<file path="config.mk">
export PLATFORM = sky130hd
export DESIGN_NAME = lnvd_feedback_delay_scheduler_flat
export DESIGN_NICKNAME = d
export VERILOG_FILES = /design/src/rtl/lnvd_feedback_delay_scheduler_if.sv /design/src/rtl/lnvd_feedback_delay_scheduler.sv /design/src/flat_wrapper.sv
export SDC_FILE = /design/constraint.sdc
export NUM_CORES = 1
export LEC_CHECK = 0
export CORE_UTILIZATION = 39
export CTS_BUF_LIST = sky130_fd_sc_hd__clkbuf_8
export DETAILED_ROUTE_END_ITERATION = 10
export PLACE_DENSITY_LB_ADDON = 0.15
export SYNTH_ARGS = -nofsm -noshare
export SYNTH_HDL_FRONTEND = slang
export SYNTH_SLANG_ARGS = --single-unit
</file>
<file path="constraint.sdc">
create_clock -name clk -period 2.2 [get_ports clk]
set_input_delay 0.22 -clock clk [delete_from_list [all_inputs] [get_ports clk]]
set_output_delay 0.22 -clock clk [all_outputs]
set_load 0.01 [all_outputs]
</file>
<file path="src/rtl/lnvd_feedback_delay_scheduler_if.sv">
// Single-port synchronous delay RAM bus between the scheduler (master) and the RAM (slave).
// The RAM returns ram_rdata one clock after ram_addr is presented.
interface lnvd_feedback_delay_scheduler_if #(
    parameter int DW = 12,
    parameter int AW = 10
);
    logic [AW+1:0] ram_addr;
    logic [DW-1:0] ram_wdata;
    logic          ram_we;
    logic [DW-1:0] ram_rdata;

    modport master (
        output ram_addr,
        output ram_wdata,
        output ram_we,
        input  ram_rdata
    );

    modport slave (
        input  ram_addr,
        input  ram_wdata,
        input  ram_we,
        output ram_rdata
    );
endinterface

</file>
<file path="src/rtl/lnvd_feedback_delay_scheduler.sv">
// Per-strobe read-then-write sequencing of a shared delay RAM for the four LNVD adder inputs.
// Strobe/valid: sample_strobe_i is accepted only in IDLE; buf_valid_o pulses once, 9 cycles later.
module lnvd_feedback_delay_scheduler #(
    parameter int DW            = 12,
    parameter int AW            = 10,
    parameter int DEFAULT_DELAY = 4
) (
    input  logic                                 clk,
    input  logic                                 rst_n,
    input  logic                                 sample_strobe_i,
    input  logic [4*DW-1:0]                      data_in_i,
    input  logic                                 cfg_load_i,
    input  logic [AW-1:0]                        delay_cfg_i,
    input  logic                                 overrun_clr_i,
    lnvd_feedback_delay_scheduler_if.master      ram,
    output logic [4*DW-1:0]                      buf_out_o,
    output logic                                 buf_valid_o,
    output logic                                 busy_o,
    output logic                                 overrun_o,
    output logic [1:0]                           state_o
);
    typedef enum logic [1:0] {S_IDLE, S_RD, S_WR, S_DONE} state_t;

    localparam logic [AW:0] FILL_MAX = {1'b1, {AW{1'b0}}};

    state_t          state_q, state_d;
    logic [1:0]      ch_q, ch_d;
    logic [AW-1:0]   wr_ptr_q, wr_ptr_d;
    logic [AW:0]     fill_q, fill_d;
    logic [AW-1:0]   delay_q, delay_d;
    logic            vld_q, vld_d;
    logic [DW-1:0]   s_q [4];
    logic [DW-1:0]   s_d [4];
    logic [DW-1:0]   sh_q [4];
    logic [DW-1:0]   sh_d [4];
    logic [4*DW-1:0] buf_out_q, buf_out_d;
    logic            buf_valid_q, buf_valid_d;
    logic            overrun_q, overrun_d;
    logic [AW+1:0]   addr_q, addr_d;
    logic [DW-1:0]   wdata_q, wdata_d;
    logic            we_q, we_d;

    always_comb begin
        state_d     = state_q;
        ch_d        = ch_q;
        wr_ptr_d    = wr_ptr_q;
        fill_d      = fill_q;
        delay_d     = delay_q;
        vld_d       = vld_q;
        s_d         = s_q;
        sh_d        = sh_q;
        buf_out_d   = buf_out_q;
        buf_valid_d = 1'b0;
        addr_d      = '0;
        wdata_d     = '0;
        we_d        = 1'b0;
        // A strobe that lands outside IDLE is dropped; a simultaneous clear loses.
        if (sample_strobe_i && (state_q != S_IDLE)) begin
            overrun_d = 1'b1;
        end else if (overrun_clr_i) begin
            overrun_d = 1'b0;
        end else begin
            overrun_d = overrun_q;
        end

        case (state_q)
            S_IDLE: begin
                if (cfg_load_i) begin
                    delay_d = (delay_cfg_i == '0) ? AW'(1) : delay_cfg_i;
                    fill_d  = '0;
                end
                if (sample_strobe_i) begin
                    for (int i = 0; i < 4; i++) begin
                        s_d[i] = data_in_i[i*DW +: DW];
                    end
                    vld_d   = (fill_d >= {1'b0, delay_d});
                    ch_d    = 2'd0;
                    addr_d  = {2'd0, wr_ptr_q - delay_d};
                    state_d = S_RD;
                end
            end
            S_RD: begin
                addr_d  = {ch_q, wr_ptr_q};
                wdata_d = s_q[ch_q];
                we_d    = 1'b1;
                state_d = S_WR;
            end
            S_WR: begin
                sh_d[ch_q] = vld_q ? ram.ram_rdata : '0;
                if (ch_q == 2'd3) begin
                    // Outputs are registered, so the last capture is folded in here to land in DONE.
                    buf_out_d   = {sh_d[3], sh_d[2], sh_d[1], sh_d[0]};
                    buf_valid_d = 1'b1;
                    state_d     = S_DONE;
                end else begin
                    ch_d    = ch_q + 2'd1;
                    addr_d  = {ch_d, wr_ptr_q - delay_q};
                    state_d = S_RD;
                end
            end
            S_DONE: begin
                wr_ptr_d = wr_ptr_q + AW'(1);
                if (fill_q != FILL_MAX) begin
                    fill_d = fill_q + (AW+1)'(1);
                end
                state_d = S_IDLE;
            end
            default: state_d = S_IDLE;
        endcase
    end

    always_ff @(posedge clk or negedge rst_n) begin
        if (!rst_n) begin
            state_q     <= S_IDLE;
            ch_q        <= 2'd0;
            wr_ptr_q    <= '0;
            fill_q      <= '0;
            delay_q     <= AW'(DEFAULT_DELAY);
            vld_q       <= 1'b0;
            for (int i = 0; i < 4; i++) begin
                s_q[i]  <= '0;
                sh_q[i] <= '0;
            end
            buf_out_q   <= '0;
            buf_valid_q <= 1'b0;
            overrun_q   <= 1'b0;
            addr_q      <= '0;
            wdata_q     <= '0;
            we_q        <= 1'b0;
        end else begin
            state_q     <= state_d;
            ch_q        <= ch_d;
            wr_ptr_q    <= wr_ptr_d;
            fill_q      <= fill_d;
            delay_q     <= delay_d;
            vld_q       <= vld_d;
            s_q         <= s_d;
            sh_q        <= sh_d;
            buf_out_q   <= buf_out_d;
            buf_valid_q <= buf_valid_d;
            overrun_q   <= overrun_d;
            addr_q      <= addr_d;
            wdata_q     <= wdata_d;
            we_q        <= we_d;
        end
    end

    assign ram.ram_addr  = addr_q;
    assign ram.ram_wdata = wdata_q;
    assign ram.ram_we    = we_q;
    assign buf_out_o     = buf_out_q;
    assign buf_valid_o   = buf_valid_q;
    assign busy_o        = (state_q != S_IDLE);
    assign overrun_o     = overrun_q;
    assign state_o       = state_q;
endmodule

</file>
<file path="src/flat_wrapper.sv">
// flat-port wrapper written by rule: the top's interface ports become plain ports
module lnvd_feedback_delay_scheduler_flat 
#(
    parameter int DW            = 12,
    parameter int AW            = 10,
    parameter int DEFAULT_DELAY = 4
)
  (clk, rst_n, sample_strobe_i, data_in_i, cfg_load_i, delay_cfg_i, overrun_clr_i, buf_out_o, buf_valid_o, busy_o, overrun_o, state_o, ram_ram_addr, ram_ram_wdata, ram_ram_we, ram_ram_rdata);
  lnvd_feedback_delay_scheduler_if #(.DW(DW), .AW(AW)) ram_i ();
  input  logic clk;
  input  logic rst_n;
  input  logic sample_strobe_i;
  input  logic [4*DW-1:0] data_in_i;
  input  logic cfg_load_i;
  input  logic [AW-1:0] delay_cfg_i;
  input  logic overrun_clr_i;
  output logic [4*DW-1:0] buf_out_o;
  output logic buf_valid_o;
  output logic busy_o;
  output logic overrun_o;
  output logic [1:0] state_o;
  output wire logic [$bits(ram_i.ram_addr)-1:0] ram_ram_addr;
  output wire logic [$bits(ram_i.ram_wdata)-1:0] ram_ram_wdata;
  output wire logic [$bits(ram_i.ram_we)-1:0] ram_ram_we;
  input wire logic [$bits(ram_i.ram_rdata)-1:0] ram_ram_rdata;
  assign ram_ram_addr = ram_i.ram_addr;
  assign ram_ram_wdata = ram_i.ram_wdata;
  assign ram_ram_we = ram_i.ram_we;
  assign ram_i.ram_rdata = ram_ram_rdata;
  lnvd_feedback_delay_scheduler #(.DW(DW), .AW(AW), .DEFAULT_DELAY(DEFAULT_DELAY)) u_core (.clk(clk), .rst_n(rst_n), .sample_strobe_i(sample_strobe_i), .data_in_i(data_in_i), .cfg_load_i(cfg_load_i), .delay_cfg_i(delay_cfg_i), .overrun_clr_i(overrun_clr_i), .ram(ram_i), .buf_out_o(buf_out_o), .buf_valid_o(buf_valid_o), .busy_o(busy_o), .overrun_o(overrun_o), .state_o(state_o));
endmodule
</file>
Yosys cells after proc, flatten, opt, wreduce, memory -nomap -nowiden
Cells that the tools add are included.
{"block": "classes", "addsub": 5, "magnitude_cmp": 3, "eq_ne": 8, "muxes": 29, "bitwise": 1, "reduce_logical": 12}
{"operator": "two-way mux 12 bit", "count": 6}
{"operator": "bitwise mux 48 bit", "count": 1}
{"operator": "two-way mux 10 bit", "count": 4}
{"operator": "case mux 12 bit (3 select lines)", "count": 1}
{"operator": "two-way mux 11 bit", "count": 3}
{"operator": "binary-select mux 12 bit (select 2 bit)", "count": 1}
{"operator": "demux 12 bit (select 2 bit)", "count": 1}
{"operator": "case mux 11 bit (2 select lines)", "count": 1}
{"operator": "subtractor 10 bit", "count": 2}
{"operator": "adder 11 x 1 -> 11 bit, second input constant", "count": 1}
{"operator": "greater-or-equal comparator 11 x 10 -> 1 bit", "count": 1}
{"operator": "!= test 11 bit, second input constant", "count": 1}
{"operator": "adder 10 x 1 -> 10 bit, second input constant", "count": 1}
{"operator": "logical NOT 10 bit", "count": 1}
{"operator": "two-way mux 2 bit", "count": 4}
{"operator": "case mux 2 bit (4 select lines)", "count": 1}
{"operator": "nonzero test 2 bit", "count": 4}
{"operator": "== test 2 bit, second input constant", "count": 3}
{"operator": "AND reduction 2 bit", "count": 3}
{"operator": "two-way mux 1 bit", "count": 5}
{"operator": "!= test 2 bit, second input constant", "count": 2}
{"operator": "case mux 2 bit (2 select lines)", "count": 1}
{"operator": "greater-or-equal comparator 3 bit, second input constant", "count": 1}
{"operator": "< comparator 3 x 1 -> 1 bit, second input constant", "count": 1}
{"operator": "other kinds (7)", "count": 8}
{"block": "word_totals", "ff_bits": 207, "output_inout_bits": 78, "word_cells": 78}

Logic depth before layout (Yosys ltp)
{"block": "logic_depth", "depth_word": 7, "mapped_depth": 13, "mapped_depth_nobuf": 12}

Least setup slack after synthesis
OpenSTA, ideal clock, no wires.
{"block": "synth_timing", "path_kind": "input -> register", "start": "input port cfg_load_i", "end": "register u_core.addr_q[7], in the netlist u_core.ram.ram_addr[7]", "arrival_ns": 2.133, "required_ns": 2.074, "setup_slack_ns": -0.059, "stages": 9, "n_path_buf": 2, "cell_sequence": "buf_4 > buf_2 > mux2i_1 > ha_1 > o21a_1 > or2_1 > a31oi_1 > xnor2_1 > a221o_1"}
{"block": "synth_between", "elab_chain_len": 5}
{"item": "start: declaration", "line": "flat_wrapper.sv:14", "rtl": "input logic cfg_load_i;"}
{"item": "two-way mux 10 bit", "line": "lnvd_feedback_delay_scheduler.sv:68", "rtl": "if (cfg_load_i) begin"}
{"item": "two-way mux 10 bit", "line": "lnvd_feedback_delay_scheduler.sv:66", "rtl": "case (state_q)"}
{"item": "subtractor 10 bit", "line": "lnvd_feedback_delay_scheduler.sv:78", "rtl": "addr_d = {2'd0, wr_ptr_q - delay_d};"}
{"item": "two-way mux 10 bit", "line": "lnvd_feedback_delay_scheduler.sv:72", "rtl": "if (sample_strobe_i) begin"}
{"item": "case mux 12 bit (3 select lines)", "line": "lnvd_feedback_delay_scheduler.sv:66"}
{"item": "via u_core.addr_d[7]", "line": "lnvd_feedback_delay_scheduler.sv:39", "rtl": "logic [AW+1:0] addr_q, addr_d;"}
{"item": "end signal: assignment", "line": "lnvd_feedback_delay_scheduler.sv:142", "rtl": "addr_q <= addr_d;"}
{"item": "end: declaration", "line": "lnvd_feedback_delay_scheduler.sv:39"}
The timed path passes the listed nets, and every way through them passes these cells. The select of a mux whose other input is x is not followed.
A chain may end at the register's enable or synchronous reset.

Worst setup path after layout
{"block": "layout_timing", "start": "input port delay_cfg_i[9]", "end": "register u_core.addr_q[7], in the netlist u_core.ram.ram_addr[7]"}
{"block": "layout_between", "elab_chain_len": 7}
{"item": "start: declaration", "line": "flat_wrapper.sv:15", "rtl": "input logic [AW-1:0] delay_cfg_i;"}
{"item": "logical NOT 10 bit", "line": "lnvd_feedback_delay_scheduler.sv:69", "rtl": "delay_d = (delay_cfg_i == '0) ? AW'(1) : delay_cfg_i;"}
{"item": "two-way mux 10 bit", "line": "lnvd_feedback_delay_scheduler.sv:69"}
{"item": "two-way mux 10 bit", "line": "lnvd_feedback_delay_scheduler.sv:68"}
{"item": "two-way mux 10 bit", "line": "lnvd_feedback_delay_scheduler.sv:66"}
{"item": "subtractor 10 bit", "line": "lnvd_feedback_delay_scheduler.sv:78"}
{"item": "two-way mux 10 bit", "line": "lnvd_feedback_delay_scheduler.sv:72"}
{"item": "case mux 12 bit (3 select lines)", "line": "lnvd_feedback_delay_scheduler.sv:66"}
{"item": "via u_core.addr_d[7]", "line": "lnvd_feedback_delay_scheduler.sv:39"}
The timed path passes the listed nets, and every way through them passes these cells. The select of a mux whose other input is x is not followed.

==> results.yml <==
synth:
  post_synth_num_cell_types: 58
  yosys.area.top_type: "dfrtp_1"
  ys_ff_latch: 195
  synthesis.area_mm2: 0.00930
  synthMuxAreaShare_pct: 8.48
  synth_xor_area_share_pct: 2.26
  synth_compound_area_share_pct: 10.3
  synthSimpleGateAreaFrac_pct: 18.2
  syn_inst: 959
  synthTopCellsByArea: "dfrtp_1, nand2_1, o21ai_0, mux2i_1, ha_1"
  synth_warnings: 0
  synth_top_family_by_area: "simple AND/OR/NAND/NOR gates"
  yosysSeqAreaShare_pct: 52.5
  synth_top_area_share_pct: 52.2
  synth_ff_type: "dfrtp_1"
  yosys.area_share.adder_pct: 5.01
  avgSynthCellArea_um2: 9.70
  synth_edf_count: 0
  syn_nets: 1069
  async_reset_ff_share_pct: 100
floorplan:
  rows: 56
  initial_core_util_pct: 39.7
  coreArea_mm2: 0.0234
  die_w_um: 156
  ioPinCount: 153
  die_area_mm2: 0.0245
  die_h_um: 156
timing:
  maxSlewHeadroom_pct: 45.8
  worst_pin_slew_ns: 0.813
  rsz0062_at_grt: "true"
  maxSlewViolCount: 0
  finalClockSkew_ns: 0.0181
  setup_viol: 1
  fin_crit_ns: 2.20
  setup_ws_ns: -0.00198
  fin_crit_sh_pct: 100
  hold_viol: 0
  fmaxAchievable_mhz: 454
clock_network:
  cts_root_buf: "clkbuf_8"
  cts_buffer_depth: 2
  cts_tree: "yes"
  cts_sinks: 195
  clkSlewWorstSetupHoldPaths_ns: 0.11
  clk_latency_ns: 0.47
  numCtsBuffers: 17
  cts_max_level: 4
grt:
  grt_pass1_wl_um: 38500
  grt_pass1_vias: 7295
  grt_overflow: 0
  grt_max_degree: 99
  antenna_found_initial: 0
  grt_util_all_layers_pct: 20.4
pwr:
  leakagePower_nw: 5.81
  comb_power_share_pct: 48.8
  power.switching_mw: 6.43
  p_int_mw: 10.2
  p_clk_share_pct: 14.4
  p_sw_share_pct: 38.8
  ir_worst_vdd_v: 0.000478
  power_density_mw_per_mm2: 1340
  pwr-share-seq_pct: 36.8
route:
  drtIter0Drc: 347
  vias_per_cell: 4.84
  first_pass_iters: 5
  drc: 0
  ant_nets: 0
  dr_total_vias: 7282
  wirelength_um: 23700
  wl_per_cell_um: 15.8
placed_design:
  dpl_worst_slack_ns: -0.547
  dp.cells: 1468
  gp_congestion: 0.876
  port_buffers: 152
  placed_cell_area_mm2: 0.0118
  hpwl_um: 17100
cells_and_area:
  final_cell_mix: "nand2_1, dfrtp_1, clkdlybuf4s50_1, o21ai_0, buf_4"
  nNetsFinal: 1281
  fillers: 2186
  drive_above_1_share_pct: 15.0
  area_growth_pct: 33.0
  final_cells: 1503
  finalInstanceArea_mm2: 0.0124
  mostFrequentLayoutCell: "nand2_1"
  utilization_pct: 52.8
  antenna_cells: 0
hold_path:
  worstHoldStart: "delay_cfg_i[1]"
  worstHoldEndpoint: "u_core.delay_q[1]$_DFFE_PN0P_"
  hold_path_depth: 3
  min_path_type: "in2reg"
worst_setup_path:
  reg2reg_depth: 11
  cp-startpoint: "delay_cfg_i[9]"
  r2r-end: "u_core.ram.ram_addr[8]$_DFF_PN0_"
  cp_max_fo: 3
  critPathCaptureType: "flip-flop"
  path_class: "in2reg"
  cp_num_buf_inv: 2
  worst_path_max_delay_cell: "clkdlybuf4s50_1"
  cp_cell_sequence: "clkdlybuf4s50_1, nor3_2, a31oi_2, a21oi_2, ha_2, inv_1, o2111a_1, nor2_2, nand2_1, a31oi_1, xnor2_1, a221o_1"
  startpoint_type: "primary input"
  critPathTopFamily: "compound AO/OA/AOI/OAI gates"
  critPathArrivalTime_ns: 2.56
  cpPeakStageDelay_ns: 0.46
  ff2ff_setup_slack_ns: -0.002
  worstPathRequired_ns: 2.55
  reg2reg_from: "u_core.wr_ptr_q[0]$_DFFE_PN0P_"
run_status:
  status: "finished with violations"
  violations: "setup timing"
job:
  maxCapViolCount: 0
-- what timing repair did --
item | CTS | global route
gates resized for setup | 15 | 20
hold endpoints to repair | 58 | 0
pin swaps | 8 | 22
setup endpoints to repair | 6 | 8
hold buffers | 1 | 0
setup buffers | 2 | 0
-- cells in the mapped netlist (3+ instances only) --
cell and number:
a21o_1 4, a21oi_1 19, a22oi_1 4, a31oi_1 5
and2_1 27, buf_1 5, buf_2 8, clkbuf_1 42
dfrtp_1 194, ha_1 34, inv_1 19, mux2_2 3
mux2i_1 47, mux4_2 12, nand2_1 283, nand2b_1 4
nand3_1 8, nand4_1 7, nor2_1 19, nor2b_1 15
nor3_1 12, nor4_1 5, o21a_1 4, o21ai_0 107
o21ai_1 7, or3_1 3, xnor2_1 14, xor2_1 10
-- worst max path at each step --
stage,end,depth (start not counted),slack (ns)
6_report,u_core.ram.ram_addr[7]$_DFF_PN0_,12,-0.002
4_1_cts,u_core.ram.ram_addr[8]$_DFF_PN0_,11,-0.07
2_1_floorplan,u_core.ram.ram_addr[8]$_DFF_PN0_,11,0.01
3_5_place_dp,u_core.ram.ram_addr[7]$_DFF_PN0_,12,-0.55
3_3_place_gp,u_core.ram.ram_addr[7]$_DFF_PN0_,12,-0.51
5_1_grt,u_core.ram.ram_addr[8]$_DFF_PN0_,11,-0.14
-- cell families (layout without fill, tap and decap cells) --
logic type	Yosys count	after routing
buffers and inverters	77	302
multiplexers	63	63
AND/OR/NAND/NOR	393	393
XOR/XNOR	24	24
flip-flops	195	195
adder cells (fa/ha/maj)	37	37
AO/OA/AOI/OAI	170	170
-- cell type report --
type | instances | area, um2 | share of cell area (%)
flip-flops and latches | 195 | 4880 | 39.5
multi-input cells | 687 | 4250 | 34.4
repair buffers | 249 | 2330 | 18.8
well taps | 319 | 399 | 3.23
clock buffers | 18 | 248 | 2.00
clock inverters | 14 | 178 | 1.44
inverters | 21 | 78.8 | 0.638
-- registers in the layout (all words and copies together), names as in the netlist --
name                  count
u_core.buf_out_o         48
u_core.s_q               48
u_core.sh_q              36
u_core.ram.ram_addr      12
u_core.ram.ram_wdata     12
u_core.fill_q            11
u_core.delay_q           10
u_core.wr_ptr_q          10
u_core.ch_q               2
u_core.state_o            2
u_core.buf_valid_o        1
u_core.overrun_o          1
u_core.ram.ram_we         1
u_core.vld_q              1
-- per-layer routing --
metal	global-route usage [%]	share of wire, %	vias to the layer above	wire [um]
li1	-	-	3658	-
met1	29.0	49	3441	11600
met2	32.5	46	168	10900
met3	3.18	4.2	15	998
met4	5.42	0.91	0	216
met5	0	0	-	0
-- power by group through the flow --
| stage | Sequential [mW] | Combinational (mW) | Clock [mW] |
|---|---|---|---|
| floorplan | 6.26 | 4.07 | 0 |
| global placement | 6.13 | 7.79 | 0 |
| detailed placement | 6.17 | 7.87 | 0 |
| CTS | 6.11 | 8.09 | 2.48 |
| global route | 6.31 | 9.06 | 2.60 |
| finish | 6.10 | 8.10 | 2.38 |
-- per-stage QoR --
step / hold slack [ns] / total power, mW / TNS, ns
final: 0.197 / 16.6 / -0.00198
after global routing: 0.199 / 18.0 / -0.459
after CTS: 0.218 / 16.7 / -0.103
after detailed placement: 0.265 / 14.0 / -3.83
after global placement: 0.268 / 13.9 / -3.38
after floorplan: -0.0756 / 10.3 / 0
-- tightest hold or removal path: cells and delay by family --
kind	cells	cell delay, ns
buffers and inverters	2	0.28
multiplexers	1	0.13
Power figures use the tool's default switching activity.
==> edit (same settings) <==
Remove the register `buf_valid_q`: a continuous assignment takes its place, so the output `buf_valid_o` follows one clock earlier.
--- a/src/rtl/lnvd_feedback_delay_scheduler.sv
+++ b/src/rtl/lnvd_feedback_delay_scheduler.sv
@@ -122,7 +122,6 @@
                 sh_q[i] <= '0;
             end
             buf_out_q   <= '0;
-            buf_valid_q <= 1'b0;
             overrun_q   <= 1'b0;
             addr_q      <= '0;
             wdata_q     <= '0;
@@ -137,13 +136,14 @@
             s_q         <= s_d;
             sh_q        <= sh_d;
             buf_out_q   <= buf_out_d;
-            buf_valid_q <= buf_valid_d;
             overrun_q   <= overrun_d;
             addr_q      <= addr_d;
             wdata_q     <= wdata_d;
             we_q        <= we_d;
         end
     end
+
+    assign buf_valid_q = buf_valid_d;
 
     assign ram.ram_addr  = addr_q;
     assign ram.ram_wdata = wdata_q;
Behaviour: not the same (Yosys sat finds a counterexample within 10 cycles, from zero or initial values and one cycle with rst_n low).
==> edit against the original RTL <==
The run still ends with negative setup slack left; utilization is 0.17 points higher; sequential cell count is 1 lower; routed wire length is 2.9% lower; area after synthesis is 0.27% lower; clock power is 8% higher; setup slack worse by 6.9 ps; cell area is 0.32% higher; power is 1.4% higher; critical endpoint is now u_core.ram.ram_addr[5]; largest power group unchanged; highest routed layer unchanged.
==> edit: results (changes against the original RTL) <==
Global routing
  – Number of global-route vias before repair: 7318 (+0.32%)
  – Met1 Use GR: 0.2785 (-0.01163)
  – GRT Total Usage: 0.2009 (-0.003564)
  – Met2 usage: 0.3216 (-0.003614)
  – GRT met3 Usage: 0.04111 (+0.009264)
  – Largest net degree at the start of global routing: 98 (-1.0%)

Pwr
  – Leak: 5.800 nW (-0.20%)
  – Worst-case vdd ir drop: 0.0005221 V (+9.2%)
  – Power Combinational: 8.19 mW (+1%)
  – Seq. pwr: 6.04 mW (-1%)
  – Internal power: 10.33 mW (+1.7%)

Run status
  – Status: finished, violations left
  – Failing checks: negative setup slack

Route
  – Routed len/inst: 15.39 µm (-2.4%)
  – Routed Wire Length: 23020 µm (-2.9%)
  – Starting DRT DRC Count: 245 (-29%)
  – Via density: 4.833 (-0.25%)
  – Pre-antenna DRT Iters: 4 (-1)

Critical path
  – CP startpoint: u_core.delay_q[1]
  – FF-to-FF path depth: 9 (-2)
  – Crit path capture: u_core.ram.ram_addr[5]
  – Crit path DAT: 2580 ps (+20 ps)

Clock tree
  – Postcts setup bufs: 7 (+5)
  – Post-cts repair resize count: 20 (+5)

Placement
  – Pre-CTS setup slack: -630.3 ps (-83.18 ps)
  – RD Place Congestion: 0.8335 (-4.9%)
  – PortBufs: 152 (unchanged)

Finish
  – Nets: 1274 (-0.55%)
  – Filler cell count: 2221 (+1.6%)
  – Layout cells sized above 1: 0.1521 (+0.001744)

Timing
  – Hold WS: 202.2 ps (+4.695 ps)
  – Setup Skew: 21.54 ps (+3.406 ps)
  – Setup TNS: -12.04 ps (-10.05 ps)
  – Final setup fails: 2 (+1)
  – Final setup margin: -8.898 ps (-6.917 ps)

Synthesis
  – Netlist cell types: 58 (unchanged)
  – Synth cell count leaders: nand2_1 (283), dfrtp_1 (193), o21ai_0 (107), mux2i_1 (47), clkbuf_1 (42)
  – Synth Net Count: 1068 (-0.094%)
[edit: changes by cell type after synthesis]
cell     unedited run  this run
dfrtp_1           194       193
[edit: area by class of cell]
cell class                 count  share of cell area
sequential                   194              0.3916
multi-input combinational    687              0.3465
timing repair buffer         243              0.1865
tap                          319             0.03218
clock buffer                  17             0.01886
clock inverter                15             0.01796
inverter                      21            0.006355
[edit: stage by stage]
step / power [mW] / cell area, µm² / util
6_report: 16.80 / 12400 / 0.5300
5_1_grt: 18.19 / 12400 / 0.5300
4_1_cts: 16.82 / 12280 / 0.5248
3_5_place_dp: 13.89 / 11680 / 0.4992
3_3_place_gp: 13.76 / 11680 / 0.4992
2_1_floorplan: 10.31 / 9280 / -
[edit: critical path: stages, from the launching register on]
cell	delay [ps]
dfrtp_1	410
inv_2	90
ha_4	200
nor2b_4	120
o31a_1	330
buf_4	150
o21a_1	180
or3_1	320
a32oi_1	220
o21ai_1	100
[edit: worst min-delay path by stage]
stage / from / depth (start not counted) / to
global route: delay_cfg_i[1] / 3 / u_core.delay_q[1]
detailed placement: rst_n / 1 / u_core.delay_q[8]
CTS: data_in_i[26] / 3 / u_core.s_q[14]
finish: delay_cfg_i[1] / 3 / u_core.delay_q[1]
global placement: rst_n / 1 / u_core.delay_q[6]
floorplan: rst_n / 0 / u_core.buf_out_o[0]
[edit: cells by family (layout without fill, tap and decap cells)]
logic type | count (synthesis) | after routing | synth area share
buf+inv | 77 | 296 | 0.03265
simple gates | 393 | 393 | 0.1824
xor+xnor | 24 | 24 | 0.02267
compound gates | 170 | 170 | 0.1035
fa+ha+maj | 37 | 37 | 0.05019
mux | 63 | 63 | 0.08500
flops | 194 | 194 | 0.5236
[edit: layer usage]
metal  wire length [µm]  share of wire
met1              11110           0.48
met2              10800           0.47
met3                900          0.039
met4                210         0.0091
met5                  0              0
